## src/rtl/pipeline_hazard_ctrl.sv

```systemverilog
// Stall/flush sequencer for the 5-stage pipeline. It handles load-use bubbles,
// memory busywait freezes and branch-redirect squashes. It also keeps saturating
// stall and flush event counters.
module pipeline_hazard_ctrl #(
  parameter int LOAD_STALL_CYC = 1,
  parameter int CNT_W          = 32
) (
  input  logic             clk_i,
  input  logic             rst_ni,
  input  logic [4:0]       rs1_label_if_id_i,
  input  logic [4:0]       rs2_label_if_id_i,
  input  logic             uses_rs1_i,
  input  logic             uses_rs2_i,
  input  logic [4:0]       rd_id_ex_i,
  input  logic             is_load_instr_id_ex_i,
  input  logic             reg_wb_en_id_ex_i,
  input  logic             branch_taken_ex_i,
  input  logic             imem_busywait_i,
  input  logic             dmem_busywait_i,
  output logic             pc_write_en_o,
  output logic             stall_if_id_o,
  output logic             busywait_id_ex_o,
  output logic             busywait_ex_mem_o,
  output logic             flush_if_id_o,
  output logic             flush_id_ex_o,
  output logic [1:0]       state_o,
  output logic [CNT_W-1:0] stall_cnt_o,
  output logic [CNT_W-1:0] flush_cnt_o
);

  typedef enum logic [1:0] {
    RUN      = 2'd0,
    LU_STALL = 2'd1,
    MEM_WAIT = 2'd2,
    REDIRECT = 2'd3
  } state_t;

  localparam logic [3:0]       LU_INIT = 4'(LOAD_STALL_CYC - 1);
  localparam logic [CNT_W-1:0] CNT_ONE = {{(CNT_W-1){1'b0}}, 1'b1};

  state_t           state_q, state_d;
  logic [3:0]       lu_cnt_q, lu_cnt_d;
  logic [CNT_W-1:0] stall_cnt_q, flush_cnt_q;
  logic             load_use;
  logic             flush_evt;

  // Performance counters stop at all-ones instead of wrapping.
  function automatic logic [CNT_W-1:0] sat_inc(input logic [CNT_W-1:0] v);
    return (&v) ? v : v + CNT_ONE;
  endfunction

  // An ID instruction needs a register that the load now in EX has not yet
  // produced. Register x0 never causes a hazard.
  assign load_use = is_load_instr_id_ex_i & reg_wb_en_id_ex_i & (rd_id_ex_i != 5'd0) &
                    ((uses_rs1_i & (rs1_label_if_id_i == rd_id_ex_i)) |
                     (uses_rs2_i & (rs2_label_if_id_i == rd_id_ex_i)));

  // Next-state and stage-control decode. Priority is data wait, then branch,
  // then load-use, then fetch wait.
  always_comb begin
    state_d           = RUN;
    lu_cnt_d          = lu_cnt_q;
    flush_evt         = 1'b0;
    pc_write_en_o     = 1'b1;
    stall_if_id_o     = 1'b0;
    busywait_id_ex_o  = 1'b0;
    busywait_ex_mem_o = 1'b0;
    flush_if_id_o     = 1'b0;
    flush_id_ex_o     = 1'b0;
    if (!rst_ni) begin
      pc_write_en_o = 1'b0;
      flush_if_id_o = 1'b1;
      flush_id_ex_o = 1'b1;
    end else if (state_q == REDIRECT) begin
      // The wrong-path fetch still in flight is squashed. The PC is held until
      // that fetch completes.
      flush_if_id_o     = 1'b1;
      flush_id_ex_o     = 1'b1;
      busywait_ex_mem_o = dmem_busywait_i;
      pc_write_en_o     = ~imem_busywait_i;
      state_d           = imem_busywait_i ? REDIRECT : RUN;
    end else if (dmem_busywait_i) begin
      pc_write_en_o     = 1'b0;
      stall_if_id_o     = 1'b1;
      busywait_id_ex_o  = 1'b1;
      busywait_ex_mem_o = 1'b1;
      state_d           = (state_q == LU_STALL) ? LU_STALL : MEM_WAIT;
    end else if (branch_taken_ex_i) begin
      flush_if_id_o = 1'b1;
      flush_id_ex_o = 1'b1;
      flush_evt     = 1'b1;
      state_d       = imem_busywait_i ? REDIRECT : RUN;
    end else if (state_q == LU_STALL) begin
      pc_write_en_o = 1'b0;
      stall_if_id_o = 1'b1;
      flush_id_ex_o = 1'b1;
      lu_cnt_d      = lu_cnt_q - 4'd1;
      state_d       = (lu_cnt_q == 4'd1) ? RUN : LU_STALL;
    end else if (load_use) begin
      pc_write_en_o = 1'b0;
      stall_if_id_o = 1'b1;
      flush_id_ex_o = 1'b1;
      if (LOAD_STALL_CYC > 1) begin
        lu_cnt_d = LU_INIT;
        state_d  = LU_STALL;
      end
    end else if (imem_busywait_i) begin
      pc_write_en_o = 1'b0;
      stall_if_id_o = 1'b1;
      flush_id_ex_o = 1'b1;
    end
  end

  // State, bubble countdown and event counters.
  always_ff @(posedge clk_i or negedge rst_ni) begin
    if (!rst_ni) begin
      state_q     <= RUN;
      lu_cnt_q    <= 4'd0;
      stall_cnt_q <= '0;
      flush_cnt_q <= '0;
    end else begin
      state_q  <= state_d;
      lu_cnt_q <= lu_cnt_d;
      if (!pc_write_en_o) stall_cnt_q <= sat_inc(stall_cnt_q);
      if (flush_evt)      flush_cnt_q <= sat_inc(flush_cnt_q);
    end
  end

  assign state_o     = state_q;
  assign stall_cnt_o = stall_cnt_q;
  assign flush_cnt_o = flush_cnt_q;

endmodule

```

## config.mk

```make
export PLATFORM = sky130hd
export DESIGN_NAME = pipeline_hazard_ctrl
export DESIGN_NICKNAME = d
export VERILOG_FILES = /design/src/rtl/pipeline_hazard_ctrl.sv
export SDC_FILE = /design/constraint.sdc
export NUM_CORES = 1
export LEC_CHECK = 0
export ABC_AREA = 1
export BUFFER_PORTS_ARGS = -buffer_cell sky130_fd_sc_hd__clkbuf_2
export CORE_MARGIN = 3
export CORE_UTILIZATION = 50
export CTS_CLUSTER_DIAMETER = 200
export DETAILED_ROUTE_END_ITERATION = 12
export PLACE_DENSITY_LB_ADDON = 0.12
export SLEW_MARGIN = 20
export SYNTH_ARGS = -nofsm -noshare
export SYNTH_HDL_FRONTEND = slang
export SYNTH_SLANG_ARGS = --single-unit
```

## constraint.sdc

```tcl
create_clock -name clk_i -period 1.7 [get_ports clk_i]
set_input_delay 0.17 -clock clk_i [delete_from_list [all_inputs] [get_ports clk_i]]
set_output_delay 0.17 -clock clk_i [all_outputs]
set_load 0.005 [all_outputs]
```

==> results by group, run 1 <==
Run status
  • Status: finished with violations
  • Failing checks: setup timing

Final layout
  • Nets: 911
  • Synthesis-to-finish area growth: 46.9%
  • Ant. Diodes: 0
  • Layout cell share with drive strength beyond 1: 0.369
  • Layout Utilization: 0.777
  • Fin cells: 996

Power
  • Sw frac: 0.326
  • Power Density: 693 nW/µm²
  • Logic pwr share: 0.278
  • Psw: 1.57 mW
  • Internal power: 3.24 mW
  • Clock network fraction of total power: 0.305
  • Tot Pwr: 4.81 mW
  • Sequential share of power: 0.417
  • Maximum vdd ir drop: 526 µV
  • Leak: 3.73 nW

Detailed routing
  • Met3 WL: 961 µm
  • DRT Pass-1 Iters: 5
  • Initial drt markers: 323
  • Drt wl/cell: 16.3 µm
  • Wire length on met1: 6210 µm
  • DRC Markers: 0
  • Met2 Routed Length: 8310 µm
  • DRT Wirelength: 16200 µm
  • DRT antenna net count: 0
  • Top Metal Used: met4
  • DR vias: 5534
  • Vias/cell: 5.56

GRT
  • Vias in the first global route: 5248
  • First-pass GRT wire length: 24400 µm
  • Largest net degree at the start of global routing: 39
  • Initial antenna violation count: 0
  • Total track usage: 0.289
  • GR Overflow Total: 0

STA
  • Setup-failing EPs final: 36
  • Max Fclk: 0.538 GHz
  • Final Hold Vio Count: 0
  • Final slew viol count: 0
  • Tmin final: 1860 ps
  • Worst Skew: 15.9 ps
  • Slew HR: 0.418
  • Hold slack: 182 ps
  • RSZ-0062 raised after global routing: yes
  • Final setup margin: -158 ps
  • Worst Max-Slew Pin Slew: 871 ps
  • Final period util: 1.09

Logic synthesis
  • Synthesized net count: 709
  • #FFs+latches synth: 70
  • Unique masters post-synth: 37
  • Part of the Yosys area used for sequential elements: 0.371
  • YS warnings: 0
  • Syn avg cell area: 6.94 µm²
  • Cells after Synth: 681
  • Post-Syn Area: 4730 µm²

Clocking
  • Clk slew on worst S/H paths: 90 ps
  • Clock tree root buffer cell: clkbuf_8
  • CTS Sinks: 70
  • Clock buffer depth: 2
  • Clock Latency Late Sink: 370 ps
  • CTS tree: built
  • Num CTS Buffers: 9
  • H-Tree Depth: 3

Die
  • Core area: 8930 µm²
  • Die ar.: 10700 µm²
  • Site Rows: 34
  • Initial core utilization: 0.529
  • Die Wd: 103 µm
  • Die Ht: 103 µm
  • I/O pins: 96

Place
  • IO buf count: 95
  • DP HPWL: 10700 µm
  • GP Congestion: 0.904
  • Pre-CTS setup slack: -63.7 ps
  • Post-Place Cells: 950

Worst setup path
  • Worst path required time: 2010 ps
  • Critical path cell sequence: ha_4, nand3_4, nor3_4, nand3_2, nor2_4, nand2_2, nand2_4, buf_12, clkbuf_16, nand2_2, nand2_1
  • CP dominant cell by count: nand2_2
  • Crit path max-delay cell type: dfrtp_1
  • WS Path Type: reg -> reg
  • Data arrival, critical path: 2170 ps
  • Worst Path Max Fanout: 8
  • Crit. End Element: flip-flop
  • Reg-to-reg slack, setup: -160 ps
  • Max incr delay on CP: 420 ps
  • Crit start category: flip-flop

Job
  • Max-Cap Viols: 0

Min path
  • Class of the worst hold path: in -> reg
[kinds of logic after synthesis]
logic type / count (synthesis) / synth area share
compound gates: 13 / 0.0167
xor+xnor: 53 / 0.0982
fa+ha+maj: 4 / 0.0106
buf+inv: 83 / 0.0741
flops: 70 / 0.371
simple gates: 458 / 0.430
[through the flow]
step	setup TNS (ps)	cell area [µm²]
finish	-3580	6940
global route	-8770	6940
floorplan	-735	4770
detailed placement	-632	5920
global placement	0	5920
CTS	-1180	6450
[synthesized netlist by cell type (all sizes together)]
library cell	count	area, µm²
a311oi	1	8.76
a211oi	1	7.51
nand3	26	150
clkbuf	7	26.3
nor2	82	334
nand3b	4	30.0
o2111ai	1	8.76
buf	9	72.6
or2	1	6.26
ha	4	50.1
and2	1	6.26
inv	67	251
nor4	2	12.5
a21oi	2	13.8
dfrtp	70	1750
and3	1	6.26
nor3	28	150
nand2	263	997
nand4	47	315
o21ai	8	40.0
xnor2	15	131
xor2	38	333
nor3b	3	22.5
[per-layer routing]
metal  GRT usage  up-vias
met4       0.133        0
met2       0.519      254
met1       0.339     2622
li1            -     2583
met5           0        -
met3      0.0402       75
[critical path, delay by kind of cell, from the launching register on]
kind,cells,cell delay [ps]
buffers and inverters,2,330
adder cells (fa/ha/maj),1,180
AND/OR/NAND/NOR,8,880
flip-flops,1,420
[cell usage in the layout, fill, tap and decap left out, types with 3 or more instances in the layout]
cell type      count
inv_1             63
nand3_1           19
buf_4             89
dfrtp_1           63
xnor2_1           12
nand2_2           26
nand2_1          223
nand4_1           45
o21ai_2            5
dfrtp_2            7
inv_2              3
nand2_4           14
xor2_1            36
buf_6             11
nand3b_1           4
nand3_4            4
nand3_2            3
nor3b_1            3
nor2_1            56
dlygate4sd3_1      3
buf_12             6
nor2_4            13
nor3_2             3
nor2_2            12
clkbuf_8          11
xnor2_2            3
nor3_1            23
clkbuf_2          94
[power groups by stage]
stage          sequential [mW]  clock (mW)  combinational, mW
2_1_floorplan             2.05           0              0.488
3_3_place_gp              2.00           0               1.06
3_5_place_dp              2.01           0               1.09
4_1_cts                   1.99        1.46               1.20
5_1_grt                   2.03        1.55               1.47
6_report                  2.01        1.47               1.34
[state kept, by name (all words and copies together), names as in the netlist]
name / flops
state_o: 2
lu_cnt_q: 4
flush_cnt_o: 32
stall_cnt_o: 32
[layout make-up]
type                            instances  area (µm²)
Multi-Input combinational cell        528        3080
Fill cell                             618        1990
Sequential cell                        70        1760
Timing Repair Buffer                  206        1490
Inverter                               67         259
Clock buffer                           11         151
Tap cell                              108         135
Clock inverter                          5        56.3
Timing Repair inverter                  1        11.3
[final timing paths]
kind,from,endpoint,depth (start not counted)
min in group asynchronous,rst_ni,stall_cnt_o[10],3
worst max-delay path,flush_cnt_o[0],flush_cnt_o[26],11
worst min-delay path,dmem_busywait_i,state_o[0],3
worst max register to register,flush_cnt_o[0],flush_cnt_o[26],11
max in group asynchronous,rst_ni,flush_cnt_o[3],3
worst min register to register,lu_cnt_q[3],lu_cnt_q[3],1
[repair_timing]
action,4_1_cts,5_1_grt
endpoints found under the setup margin,60,68
setup buffers,14,10
pin swaps,18,25
gates cloned,2,1
gates resized for setup,39,102
endpoints found under the hold margin,70,23
hold buffers,2,2
Power figures use the tool's default switching activity.
==> inputs of run 2 (changes only) <==
--- a/config.mk
+++ b/config.mk
@@ -5,10 +5,9 @@
 export SDC_FILE = /design/constraint.sdc
 export NUM_CORES = 1
 export LEC_CHECK = 0
-export ABC_AREA = 1
 export BUFFER_PORTS_ARGS = -buffer_cell sky130_fd_sc_hd__clkbuf_2
 export CORE_MARGIN = 3
-export CORE_UTILIZATION = 50
+export CORE_UTILIZATION = 48
 export CTS_CLUSTER_DIAMETER = 200
 export DETAILED_ROUTE_END_ITERATION = 12
 export PLACE_DENSITY_LB_ADDON = 0.12
==> results by group, run 2 <==
Worst setup path
  • FF-to-FF path depth: 9
  • Worst Path Max Fanout: 6
  • Crit. End Element: primary output
  • WS Path Type: reg -> out
  • Worst path required time: 1530 ps
  • Crit start category: flip-flop
  • Reg-to-Reg Start: state_o[0]
  • Reg-to-reg critical path endpoint: flush_cnt_o[14]
  • Critical Path Start: state_o[0]
  • Data arrival, critical path: 1750 ps
  • Worst Setup EP: pc_write_en_o
  • Reg-to-reg slack, setup: -190 ps

Detailed routing
  • DRC Markers: 0
  • DRT Wirelength: 10700 µm
  • DR vias: 3496
  • Drt wl/cell: 16.3 µm
  • DRT Pass-1 Iters: 4
  • Vias/cell: 5.32
  • DRT antenna net count: 0
  • Initial drt markers: 146

STA
  • Final Hold Vio Count: 0
  • Slew HR: 0.727
  • Final period util: 1.13
  • Final slew viol count: 0
  • Worst Max-Slew Pin Slew: 409 ps
  • Max Fclk: 0.520 GHz
  • Setup-failing EPs final: 55
  • Final setup margin: -224 ps
  • Worst Skew: 14.7 ps
  • Tmin final: 1920 ps
  • Setup TNS: -5860 ps
  • RSZ-0062 raised after global routing: yes

Power
  • Power Density: 851 nW/µm²
  • Sequential share of power: 0.393
  • Clock network fraction of total power: 0.336
  • Internal power: 3.52 mW
  • Logic pwr share: 0.270
  • Maximum vdd ir drop: 497 µV
  • Psw: 1.46 mW
  • Sw frac: 0.293
  • Leak: 2.93 nW

Logic synthesis
  • Post-synth EDFFs: 0
  • Post-Syn Area: 3590 µm²
  • Yosys top cell area share: 0.488
  • Top cells by area, synth: dfrtp_1, xnor2_1, nand4_1, xor2_1, nand3_1
  • Most common cell in the netlist: dfrtp_1
  • Cell taking the most area after synthesis: dfrtp_1
  • #FFs+latches synth: 70
  • Post-synth ARST share: 1.00
  • Part of the Yosys area used for sequential elements: 0.488
  • YS warnings: 0
  • Synthesized net count: 366
  • Cells after Synth: 338
  • Commonest cells post-synth: dfrtp_1, xnor2_1, nand4_1, nand3_1, nor2_1
  • Syn avg cell area: 10.6 µm²
  • Top_reg_cell synth: dfrtp_1
  • Unique masters post-synth: 41

Place
  • Pre-CTS setup slack: -195 ps
  • GP Congestion: 0.806
  • DP HPWL: 6890 µm
  • Placed cell areas: 4900 µm²
  • IO buf count: 95

Die
  • Initial core utilization: 0.511
  • Core area: 7020 µm²
  • Site Rows: 30
  • I/O pins: 96
  • Die ar.: 8550 µm²
  • Die Wd: 92.5 µm
  • Die Ht: 92.5 µm

Final layout
  • Most common cell after layout, fill and taps aside: buf_4
  • Nets: 584
  • Finished Cell Area: 5860 µm²
  • Register area: 1750 µm²
  • Layout cell share with drive strength beyond 1: 0.558
  • Synthesis-to-finish area growth: 63.2%
  • Commonest cells after routing, fill and taps aside: buf_4, clkbuf_2, dfrtp_1, xnor2_1, nand4_1
  • Filler instances: 374
  • Ant. Diodes: 0
  • Multi-input gate area: 2250 µm²

GRT
  • Vias in the first global route: 3447
  • GR Overflow Total: 0
  • Initial antenna violation count: 0
  • Total track usage: 0.242
  • Largest net degree at the start of global routing: 34
  • First-pass GRT wire length: 16500 µm

Clocking
  • CTS tree: built
  • Clock Latency Late Sink: 350 ps
  • Num CTS Buffers: 9
  • Clock tree root buffer cell: clkbuf_8
  • H-Tree Depth: 3
  • Clk slew on worst S/H paths: 70 ps
  • CTS Sinks: 70
  • Clock buffer depth: 2

Run status
  • Failing checks: setup timing
  • Status: finished with violations

Min path
  • Class of the worst hold path: in -> reg

Job
  • Max-Cap Viols: 0
## run 2: changes by cell type after synthesis, sizes merged, moves of 5 or more
cell and delta:
xnor2 +40, nor3 -19, clkbuf -7, o21ai -5, nand4 -19, nand2 -243, and2 +6, inv -59
nor2 -59, and4 +9, and3 +15, xor2 -20
## run 2: logic make-up after synthesis
| kind of cell | after synthesis | share of synthesized area |
|---|---|---|
| fa+ha+maj | 4 | 0.0139 |
| xor+xnor | 73 | 0.178 |
| mux | 4 | 0.0119 |
| compound gates | 18 | 0.0338 |
| buf+inv | 13 | 0.0213 |
| flops | 70 | 0.488 |
| simple gates | 156 | 0.253 |
## run 2: critical path, cell delays in order, from the launching register on
cell and delay [ps]:
dfrtp_1 390, buf_6 130, or3_1 350, a2bb2oi_2 140, and2_4 150, buf_6 110, inv_2 30, clkbuf_2 100
## run 2: final cells by class
class                   instances  area share
clock buffers                  11      0.0241
repair buffers                212       0.248
inverters                       8     0.00513
flip-flops and latches         70       0.299
multi-input cells             255       0.385
well taps                      96      0.0205
clock inverters                 5      0.0182
## run 2: repair_timing
action	4_1_cts	5_1_grt
pin swaps	48	45
setup buffers	12	11
gates resized for setup	69	40
hold endpoints to repair	15	0
hold buffers	1	0
cloned	1	0
endpoints found under the setup margin	50	67
## run 2: worst min-delay path by stage
stage | start | endpoint | slack [ps] | cells after the start
2_1_floorplan | rst_ni | flush_cnt_o[0] | -130 | 0
5_1_grt | imem_busywait_i | state_o[0] | 190 | 3
6_report | imem_busywait_i | state_o[0] | 180 | 3
3_3_place_gp | rst_ni | state_o[0] | 100 | 2
4_1_cts | imem_busywait_i | state_o[0] | 170 | 3
3_5_place_dp | rst_ni | state_o[1] | 100 | 2
## run 2: metal layers
layer / wire length [µm] / vias up / global-route usage
li1: - / 1638 / -
met1: 4510 / 1728 / 0.318
met4: 130 / 0 / 0.0681
met3: 611 / 13 / 0.0463
met5: 0 / - / 0
met2: 5430 / 117 / 0.406
## run 2: stage by stage
| stage | util | total power, mW | cells | hold WS, ps |
|---|---|---|---|---|
| final | 0.835 | 4.98 | 657 | 180 |
| after global routing | 0.835 | 5.20 | 657 | 188 |
| after CTS | 0.793 | 4.91 | 646 | 167 |
| after detailed placement | 0.698 | 3.13 | 616 | 101 |
| after global placement | 0.698 | 3.10 | 616 | 99.7 |
| after floorplan | - | 2.55 | 338 | -126 |
## run 2: power groups by stage
stage	sequential [mW]	clock, mW	combinational [mW]
6_report	1.96	1.68	1.35
5_1_grt	1.98	1.77	1.46
4_1_cts	1.96	1.67	1.27
3_5_place_dp	1.99	0	1.14
3_3_place_gp	1.98	0	1.11
2_1_floorplan	2.05	0	0.498
==> inputs of run 3 (changes only) <==
--- a/config.mk
+++ b/config.mk
@@ -11,6 +11,7 @@
 export CTS_CLUSTER_DIAMETER = 200
 export DETAILED_ROUTE_END_ITERATION = 12
 export PLACE_DENSITY_LB_ADDON = 0.12
+export RECOVER_POWER = 25
 export SLEW_MARGIN = 20
 export SYNTH_ARGS = -nofsm -noshare
 export SYNTH_HDL_FRONTEND = slang
==> results by group, run 3 (synthesis results as in run 2) <==
STA
  • Max Fclk: 0.521 GHz
  • Tmin final: 1920 ps
  • Final Hold Vio Count: 0
  • Final slew viol count: 0
  • Worst Max-Slew Pin Slew: 564 ps
  • Setup-failing EPs final: 57
  • Worst Skew: 14.0 ps
  • Final period util: 1.13
  • RSZ-0062 raised after global routing: yes
  • Final setup margin: -221 ps
  • Slew HR: 0.624

Clocking
  • H-Tree Depth: 3
  • Clk slew on worst S/H paths: 70 ps
  • CTS tree: built
  • Num CTS Buffers: 9
  • Clock tree root buffer cell: clkbuf_8
  • CTS Sinks: 70
  • Clock buffer depth: 2
  • Clock Latency Late Sink: 350 ps

Final layout
  • Ant. Diodes: 0
  • Filler instances: 377
  • Commonest cells after routing, fill and taps aside: buf_4, clkbuf_2, dfrtp_1, xnor2_1, nand4_1
  • Multi-input gate area: 2250 µm²
  • Register area: 1750 µm²
  • Layout cell share with drive strength beyond 1: 0.556
  • Finished Cell Area: 5850 µm²
  • Nets: 584
  • Synthesis-to-finish area growth: 63.0%
  • Most common cell after layout, fill and taps aside: buf_4

GRT
  • Initial antenna violation count: 0
  • Vias in the first global route: 3447
  • Total track usage: 0.242
  • GR Overflow Total: 0
  • First-pass GRT wire length: 16500 µm
  • Largest net degree at the start of global routing: 34

Worst setup path
  • CP dominant cell by count: buf_6
  • Crit path max-delay cell type: dfrtp_1
  • Worst Path Max Fanout: 6
  • CP top delay family: simple AND/OR/NAND/NOR gates
  • Data arrival, critical path: 1750 ps
  • Buf+Inv Stages, Crit Path: 4
  • Critical path cell sequence: buf_6, or3_1, a2bb2oi_2, and2_4, buf_6, inv_2, clkbuf_2
  • WS Path Type: reg -> out
  • Crit. End Element: primary output
  • Crit start category: flip-flop
  • Max incr delay on CP: 390 ps
  • Worst path required time: 1530 ps

Die
  • Die ar.: 8550 µm²
  • Core area: 7020 µm²
  • I/O pins: 96
  • Initial core utilization: 0.511
  • Die Ht: 92.5 µm
  • Site Rows: 30
  • Die Wd: 92.5 µm

Run status
  • Status: finished with violations
  • Failing checks: setup timing

Place
  • Pre-CTS setup slack: -195 ps
  • DP HPWL: 6890 µm
  • Placed cell areas: 4900 µm²
  • IO buf count: 95
  • GP Congestion: 0.806

Detailed routing
  • Vias/cell: 5.31
  • DRT Pass-1 Iters: 5
  • DRC Markers: 0
  • DR vias: 3487
  • DRT Wirelength: 10700 µm
  • DRT antenna net count: 0
  • Initial drt markers: 140
  • Drt wl/cell: 16.2 µm

Power
  • Maximum vdd ir drop: 497 µV
  • Leak: 2.93 nW
  • Power Density: 851 nW/µm²

Job
  • Max-Cap Viols: 0

Min path
  • Class of the worst hold path: in -> reg
[run 3: cell types whose count changed in the layout (fill, tap and decap cells not counted)]
cell / delta
buf_4: -2
clkbuf_2: +1
clkbuf_1: +1
[run 3: report_power, final]
group / switching, mW / internal [mW]
Clock: 0.655 / 1.02
Combinational: 0.667 / 0.680
Sequential: 0.137 / 1.82
[run 3: cell type report]
cell class,instances,share of cell area
repair buffers,212,0.247
well taps,96,0.0205
inverters,8,0.00513
clock buffers,11,0.0242
clock inverters,5,0.0182
multi-input cells,255,0.385
flip-flops and latches,70,0.299
[run 3: repair_timing]
| item | in CTS | in global routing |
|---|---|---|
| buffers inserted | 12 | 11 |
| gates cloned | 1 | 0 |
| pin swaps | 48 | 45 |
| setup endpoints to repair | 50 | 67 |
| hold endpoints to repair | 15 | 0 |
| hold buffers | 1 | 0 |
| resized for setup | 69 | 40 |
[run 3: final timing paths]
check	from	endpoint	slack, ps	cells after the start
worst max-delay path	state_o[0]	pc_write_en_o	-220	7
worst min-delay path	imem_busywait_i	state_o[0]	180	3
worst max register to register	state_o[0]	flush_cnt_o[14]	-190	9
worst min register to register	lu_cnt_q[3]	lu_cnt_q[3]	500	1
max in group asynchronous	rst_ni	flush_cnt_o[1]	580	4
min in group asynchronous	rst_ni	stall_cnt_o[23]	350	3
[run 3: metal layers]
metal	track usage	routed length, µm
met5	0	0
met1	0.318	4490
met2	0.406	5430
met4	0.0681	127
met3	0.0463	620
[run 3: per-stage QoR]
stage	power (mW)	hold WS, ps	TNS, ps	utilization	instances
2_1_floorplan	2.55	-126	-2160	-	338
3_3_place_gp	3.10	99.7	-1820	0.698	616
3_5_place_dp	3.13	101	-3630	0.698	616
4_1_cts	4.91	167	-4930	0.793	646
5_1_grt	5.20	188	-9600	0.834	657
6_report	4.98	184	-6000	0.834	657
[run 3: worst register-to-register path: stages, from the launching register on]
cell      delay (ps)
dfrtp_1          390
buf_4            140
buf_6            100
a21boi_2         130
nand4_1          150
or2_4            290
a21o_1           190
buf_12           160
nor2_4            90
xor2_1           170
